===== src/rtl/h_code_21_16_pkg.sv =====
// Hamming (21,16) SEC-DED code constants and position helpers, shared by encoder and decoder.
package h_code_21_16_pkg;

   localparam int unsigned DATA_W = 16;
   localparam int unsigned CODE_W = 22;
   localparam int unsigned NPAR   = 5;

   localparam int unsigned PAR_POS [NPAR] = '{1, 2, 4, 8, 16};

   // Data bit idx lands on the idx-th non-power-of-two position in 1..21.
   function automatic int unsigned data_to_pos(input int unsigned idx);
      int unsigned pos = 0;
      int unsigned n   = 0;
      for (int unsigned p = 1; p < CODE_W; p++) begin
         if ((p & (p - 1)) != 0) begin
            if (n == idx) pos = p;
            n++;
         end
      end
      return pos;
   endfunction

   // Data positions covered by the parity bit sitting at position ppos.
   function automatic logic [CODE_W-1:0] par_mask(input int unsigned ppos);
      logic [CODE_W-1:0] m = '0;
      for (int unsigned p = 1; p < CODE_W; p++) begin
         if (((p & ppos) != 0) && ((p & (p - 1)) != 0)) m = m | (CODE_W'(1) << p);
      end
      return m;
   endfunction

endpackage


===== src/rtl/h_encoder_stream_21_16_if.sv =====
// Valid/ready stream bundle: 16-bit data words in, 22-bit codewords out.
interface h_encoder_stream_21_16_if;
   import h_code_21_16_pkg::*;

   logic              i_Valid;
   logic              o_Ready;
   logic [DATA_W-1:0] i_DataWord;
   logic              o_Valid;
   logic              i_Ready;
   logic [CODE_W-1:0] o_CodeWord;

   modport master (
      output i_Valid, i_DataWord, i_Ready,
      input  o_Ready, o_Valid, o_CodeWord
   );

   modport slave (
      input  i_Valid, i_DataWord, i_Ready,
      output o_Ready, o_Valid, o_CodeWord
   );

endinterface


===== src/rtl/h_enc_core_21_16.sv =====
// Combinational Hamming (21,16) encoder: 5 even-parity bits plus overall parity in bit 0.
module h_enc_core_21_16
   import h_code_21_16_pkg::*;
(
   input  logic [DATA_W-1:0] data,
   output logic [CODE_W-1:0] code
);

   logic [CODE_W-1:0] spread;

   always_comb begin
      spread = '0;
      for (int unsigned i = 0; i < DATA_W; i++) begin
         spread = spread | (CODE_W'(data[i]) << data_to_pos(i));
      end
      code = spread;
      for (int unsigned k = 0; k < NPAR; k++) begin
         code = code | (CODE_W'(^(spread & par_mask(PAR_POS[k]))) << PAR_POS[k]);
      end
      code[0] = ^code[CODE_W-1:1];
   end

endmodule


===== src/rtl/h_encoder_stream_21_16.sv =====
// Streaming (21,16) SEC-DED encoder with a DEPTH-entry registered output buffer.
// Define H_ENC_ERR_INJ_EN to add the error-injection ports (i_InjEn, i_InjMask, o_InjCount).
module h_encoder_stream_21_16
   import h_code_21_16_pkg::*;
#(
   parameter int unsigned DEPTH = 2,  // 2 or 4
   parameter int unsigned CNT_W = 16
) (
   input  logic                 i_Clk,
   input  logic                 i_RstN,
   h_encoder_stream_21_16_if.slave bus,
   output logic                 o_Full,
   output logic [CNT_W-1:0]     o_WordCount
`ifdef H_ENC_ERR_INJ_EN
   ,
   input  logic                 i_InjEn,
   input  logic [CODE_W-1:0]    i_InjMask,
   output logic [7:0]           o_InjCount
`endif
);

   localparam int unsigned     PTR_W     = $clog2(DEPTH);
   localparam int unsigned     OCC_W     = $clog2(DEPTH + 1);
   localparam logic [OCC_W-1:0] DEPTH_OCC = OCC_W'(DEPTH);
   localparam logic [PTR_W-1:0] LAST_PTR  = PTR_W'(DEPTH - 1);

   logic [CODE_W-1:0] mem_q [DEPTH];
   logic [PTR_W-1:0]  wr_ptr_q, rd_ptr_q;
   logic [OCC_W-1:0]  occ_q, occ_d;
   logic              ready_q;
   logic [CODE_W-1:0] last_q;
   logic [CNT_W-1:0]  word_cnt_q;
   logic [CODE_W-1:0] enc_word, store_word;
   logic              valid, push, pop;

   h_enc_core_21_16 u_core (
      .data (bus.i_DataWord),
      .code (enc_word)
   );

`ifdef H_ENC_ERR_INJ_EN
   logic [7:0] inj_cnt_q;

   assign store_word = i_InjEn ? (enc_word ^ i_InjMask) : enc_word;
   assign o_InjCount = inj_cnt_q;

   always_ff @(posedge i_Clk or negedge i_RstN) begin
      if (!i_RstN) begin
         inj_cnt_q <= '0;
      end else if (push && i_InjEn && (inj_cnt_q != 8'hFF)) begin
         inj_cnt_q <= inj_cnt_q + 8'd1;
      end
   end
`else
   assign store_word = enc_word;
`endif

   assign valid = (occ_q != '0);
   // ready_q is a flop, so downstream i_Ready never reaches o_Ready combinationally.
   assign push  = bus.i_Valid & ready_q;
   assign pop   = valid & bus.i_Ready;

   always_comb begin
      occ_d = occ_q;
      if (push && !pop) begin
         occ_d = occ_q + 1'b1;
      end else if (pop && !push) begin
         occ_d = occ_q - 1'b1;
      end
   end

   always_ff @(posedge i_Clk or negedge i_RstN) begin
      if (!i_RstN) begin
         wr_ptr_q   <= '0;
         rd_ptr_q   <= '0;
         occ_q      <= '0;
         ready_q    <= 1'b0;
         last_q     <= '0;
         word_cnt_q <= '0;
      end else begin
         occ_q   <= occ_d;
         ready_q <= (occ_d < DEPTH_OCC);
         if (push) begin
            wr_ptr_q   <= (wr_ptr_q == LAST_PTR) ? '0 : wr_ptr_q + 1'b1;
            word_cnt_q <= word_cnt_q + 1'b1;
         end
         if (pop) begin
            rd_ptr_q <= (rd_ptr_q == LAST_PTR) ? '0 : rd_ptr_q + 1'b1;
            last_q   <= mem_q[rd_ptr_q];
         end
      end
   end

   // Storage needs no reset: it is only shown while occupancy is non-zero.
   always_ff @(posedge i_Clk) begin
      if (push) mem_q[wr_ptr_q] <= store_word;
   end

   assign bus.o_Ready    = ready_q;
   assign bus.o_Valid    = valid;
   assign bus.o_CodeWord = valid ? mem_q[rd_ptr_q] : last_q;
   assign o_Full         = (occ_q == DEPTH_OCC);
   assign o_WordCount    = word_cnt_q;

endmodule


===== src/flat_wrapper.sv =====
// flat-port wrapper written by rule: the top's interface ports become plain ports
module h_encoder_stream_21_16_flat import h_code_21_16_pkg::*;
#(
   parameter int unsigned DEPTH = 2,           
   parameter int unsigned CNT_W = 16
)
  (i_Clk, i_RstN, o_Full, o_WordCount, bus_i_Valid, bus_i_DataWord, bus_i_Ready, bus_o_Ready, bus_o_Valid, bus_o_CodeWord);
  h_encoder_stream_21_16_if bus_i ();
  input  logic i_Clk;
  input  logic i_RstN;
  output logic o_Full;
  output logic [CNT_W-1:0] o_WordCount;
  input wire logic [$bits(bus_i.i_Valid)-1:0] bus_i_Valid;
  input wire logic [$bits(bus_i.i_DataWord)-1:0] bus_i_DataWord;
  input wire logic [$bits(bus_i.i_Ready)-1:0] bus_i_Ready;
  output wire logic [$bits(bus_i.o_Ready)-1:0] bus_o_Ready;
  output wire logic [$bits(bus_i.o_Valid)-1:0] bus_o_Valid;
  output wire logic [$bits(bus_i.o_CodeWord)-1:0] bus_o_CodeWord;
  assign bus_i.i_Valid = bus_i_Valid;
  assign bus_i.i_DataWord = bus_i_DataWord;
  assign bus_i.i_Ready = bus_i_Ready;
  assign bus_o_Ready = bus_i.o_Ready;
  assign bus_o_Valid = bus_i.o_Valid;
  assign bus_o_CodeWord = bus_i.o_CodeWord;
  h_encoder_stream_21_16 #(.DEPTH(DEPTH), .CNT_W(CNT_W)) u_core (.i_Clk(i_Clk), .i_RstN(i_RstN), .bus(bus_i), .o_Full(o_Full), .o_WordCount(o_WordCount));
endmodule

===== config.mk =====
export PLATFORM = sky130hd
export DESIGN_NAME = h_encoder_stream_21_16_flat
export DESIGN_NICKNAME = d
export VERILOG_FILES = /design/src/rtl/h_code_21_16_pkg.sv /design/src/rtl/h_encoder_stream_21_16_if.sv /design/src/rtl/h_enc_core_21_16.sv /design/src/rtl/h_encoder_stream_21_16.sv /design/src/flat_wrapper.sv
export SDC_FILE = /design/constraint.sdc
export NUM_CORES = 1
export LEC_CHECK = 0
export BUFFER_PORTS_ARGS = -buffer_cell sky130_fd_sc_hd__clkbuf_2
export CORE_MARGIN = 4
export CORE_UTILIZATION = 35
export CTS_CLUSTER_SIZE = 30
export DETAILED_ROUTE_END_ITERATION = 8
export GPL_TIMING_DRIVEN = 1
export PLACE_DENSITY_LB_ADDON = 0.05
export SYNTH_ARGS = -nofsm -noshare
export SYNTH_HDL_FRONTEND = slang
export SYNTH_HIERARCHICAL = 1
export SYNTH_SLANG_ARGS = --single-unit

===== constraint.sdc =====
create_clock -name i_Clk -period 2.5 [get_ports i_Clk]
set_input_delay 0.25 -clock i_Clk [delete_from_list [all_inputs] [get_ports i_Clk]]
set_output_delay 0.25 -clock i_Clk [all_outputs]
set_load 0.02 [all_outputs]

==> impl_metrics.ini <==
[power_and_ir_drop]
power_switching_share_pct = 35.2
vdd_ir_drop_max_uv = 618
p_clk_share_pct = 20.4
powerDensity_nw_per_um2 = 1250
switchingPower_uw = 2060
seq_power_share_pct = 37.4
p_leak_uw = 0.00194
internal-power_uw = 3810
pwr-share-comb_pct = 42.2

[sta]
tightest_slew_ns = 0.611
grt_setup_unrepaired = false
hold_viol_final = 0
maxSlewViolCount = 0
period_minus_slack_ns = 2.16
max_freq_mhz = 463
fin_skew_ns = 0.00651
relSlewSlack_pct = 59.3
finalSetupTns_ns = 0
setup_ws_ns = 0.338
finalCritPeriodShare_pct = 86.5
setup_viol = 0

[route]
wl_per_cell_um = 16.6
routed_wl_um = 7840
drt_iter0_drc = 93
viasPerCell = 4.70
vias = 2224
dr.pass1.iters = 5
ant_nets = 0
drcViolationCount = 0

[global_routing]
grt_pass1_vias = 2344
grt_antenna_before_repair = 0
grt_pass1_wl_um = 12800
grt_usage_pct = 13.0
gr-total-overflow = 0
grt_start_max_net_pins = 44

[floorplanning]
core_region_area_um2 = 11400
die_w_um = 116
row_count = 39
floorplan.die_area_um2 = 13400
start_util_pct = 35.6
pin_count = 61
die_h_um = 116

[critical_path]
critPathMaxFanout = 23
end_kind = output pin
crit_start = u_core/occ_q[0]
worstPathRequired_ns = 2.25
r2r_start = u_core/occ_q[0]
r2r_cells = 9
critPathLaunchType = flip-flop
path_cells = inv_1 -> ha_1 -> clkinv_1 -> buf_4 -> mux2_2 -> clkbuf_2
critical_path_arrival_ns = 1.91
critPathSlowestCell = mux2_2
worstSetupPathType = flip-flop to output pin
crit_path_end = bus_o_CodeWord[2]
cpPeakStageDelay_ns = 0.40
reg2reg_setup_slack_ns = 0.62

[synth]
synth_nets = 295
synth_cell_types = 32
yosysWarnings = 6
ys_ff_latch = 87
syn-cell-area_um2 = 4070
syn_avg_cell_area_um2 = 15.1
yosysSeqAreaShare_pct = 58.9
synthCells = 270

[placed_design]
hpwlAfterDp_um = 5190
place.gp.congestion = 0.736
dp_slack_ns = 0.516
io_buffers = 60

[clocking]
clk_pin_slew_ns = 0.06
cts_root_buffer = clkbuf_16
cts_resized = 0
cts_max_path_buffers = 2
cts_buffers = 9
post_cts_buffers = 0
hold_buffers = 0
htreeDepth = 3
cts_tree = done
cts.sinks = 87
clk_latency_ns = 0.34

[cells_and_area]
final_nets = 350
final_cell_mix = mux2_2 (67), clkbuf_2 (60), edfxtp_1 (44)
area.growth.synth_to_final_pct = 15.8
layout-drive-gt1-share_pct = 47.3
fillers = 1076
final_common_cell = mux2_2
antenna_cells = 0

[worst_hold_path]
holdCritPathClass = primary input to asynchronous set/reset pin

[run_status]
run_status = finished clean

[run]
max_cap_violations = 0
[per-layer routing]
metal | track usage, % | wire length [µm] | vias up
met5 | 0 | 0 | -
li1 | - | - | 1054
met4 | 4.25 | 99 | 0
met1 | 16.5 | 3560 | 1103
met2 | 20.3 | 3700 | 57
met3 | 5.54 | 471 | 10
[worst max-delay path: cells and delay by family, from the launching register on]
family	cells	cell delay, ns
fa+ha+maj	1	0.19
buf+inv	4	0.62
flops	1	0.36
mux	1	0.40
[through the flow]
| step | power (µW) | util, % | hold slack [ns] | std cells | area (µm²) |
|---|---|---|---|---|---|
| 2_1_floorplan | 4030 | - | -0.0456 | 270 | 4070 |
| 3_3_place_gp | 4730 | 39.0 | 0.405 | 457 | 4450 |
| 3_5_place_dp | 4760 | 39.0 | 0.398 | 457 | 4450 |
| 4_1_cts | 6010 | 41.3 | 0.0254 | 473 | 4710 |
| 5_1_grt | 6290 | 41.3 | 0.0470 | 473 | 4710 |
| 6_report | 5870 | 41.3 | 0.00699 | 473 | 4710 |
[area by class of cell]
cell class / instances / area [µm²] / share of cell area (%)
Timing Repair Buffer: 66 / 345 / 7.33
Multi-Input combinational cell: 154 / 1500 / 31.8
Clock buffer: 13 / 250 / 5.31
Tap cell: 143 / 179 / 3.80
Inverter: 7 / 26.3 / 0.558
Sequential cell: 87 / 2400 / 50.9
Clock inverter: 3 / 12.5 / 0.266
[synth_stat cells (all sizes together)]
cell type / count / area, µm²
and3: 3 / 18.8
nor2: 7 / 31.3
nor3b: 1 / 7.51
a211oi: 1 / 7.51
mux2i: 2 / 20.0
dfrtp: 43 / 1080
xnor2: 31 / 279
a21oi: 1 / 5.00
nand2: 8 / 32.5
buf: 22 / 148
o21ai: 1 / 5.00
nand3: 5 / 35.0
xor2: 10 / 87.6
mux2: 67 / 754
inv: 6 / 22.5
xor3: 1 / 27.5
nor4: 2 / 25.0
nor3: 1 / 5.00
and2: 1 / 6.26
xnor3: 2 / 45.0
nand4: 4 / 31.3
ha: 5 / 62.6
or3: 1 / 11.3
edfxtp: 44 / 1320
clkinv: 1 / 3.75
[worst min-delay path by stage]
| stage | from | end | slack (ns) | depth (start not counted) |
|---|---|---|---|---|
| floorplan | i_RstN | asynchronous set/reset pin | -0.05 | 0 |
| global route | i_RstN | u_core/last_q[8] | 0.05 | 2 |
| finish | i_RstN | u_core/last_q[11] | 0.007 | 2 |
| detailed placement | i_RstN | u_core/last_q[11] | 0.40 | 2 |
| global placement | i_RstN | u_core/o_WordCount[15] | 0.41 | 2 |
| CTS | i_RstN | u_core/last_q[11] | 0.03 | 2 |
[sequential cells by signal (all words and copies together), names as in the netlist, named ones only]
register            count
u_core/rd_ptr_q         1
u_core/mem_q           44
u_core/o_WordCount     16
u_core/occ_q            1
u_core/last_q          22
u_core/wr_ptr_q         1
u_core/bus.o_Ready      1
[kinds of logic after synthesis]
logic type	Yosys count	synth area share [%]
flip-flops	87	58.9
XOR/XNOR	44	10.8
adder cells (fa/ha/maj)	5	1.54
buffers and inverters	29	4.27
multiplexers	69	19.0
AND/OR/NAND/NOR	33	5.01
AO/OA/AOI/OAI	3	0.430
[power by group through the flow]
stage	sequential [µW]	combinational (µW)	clock [µW]
final	2190	2480	1200
after CTS	2200	2550	1260
after floorplan	2240	1790	0
after detailed placement	2230	2540	0
after global routing	2250	2710	1330
after global placement	2210	2520	0
No activity file was read; power rests on OpenSTA's default activity.
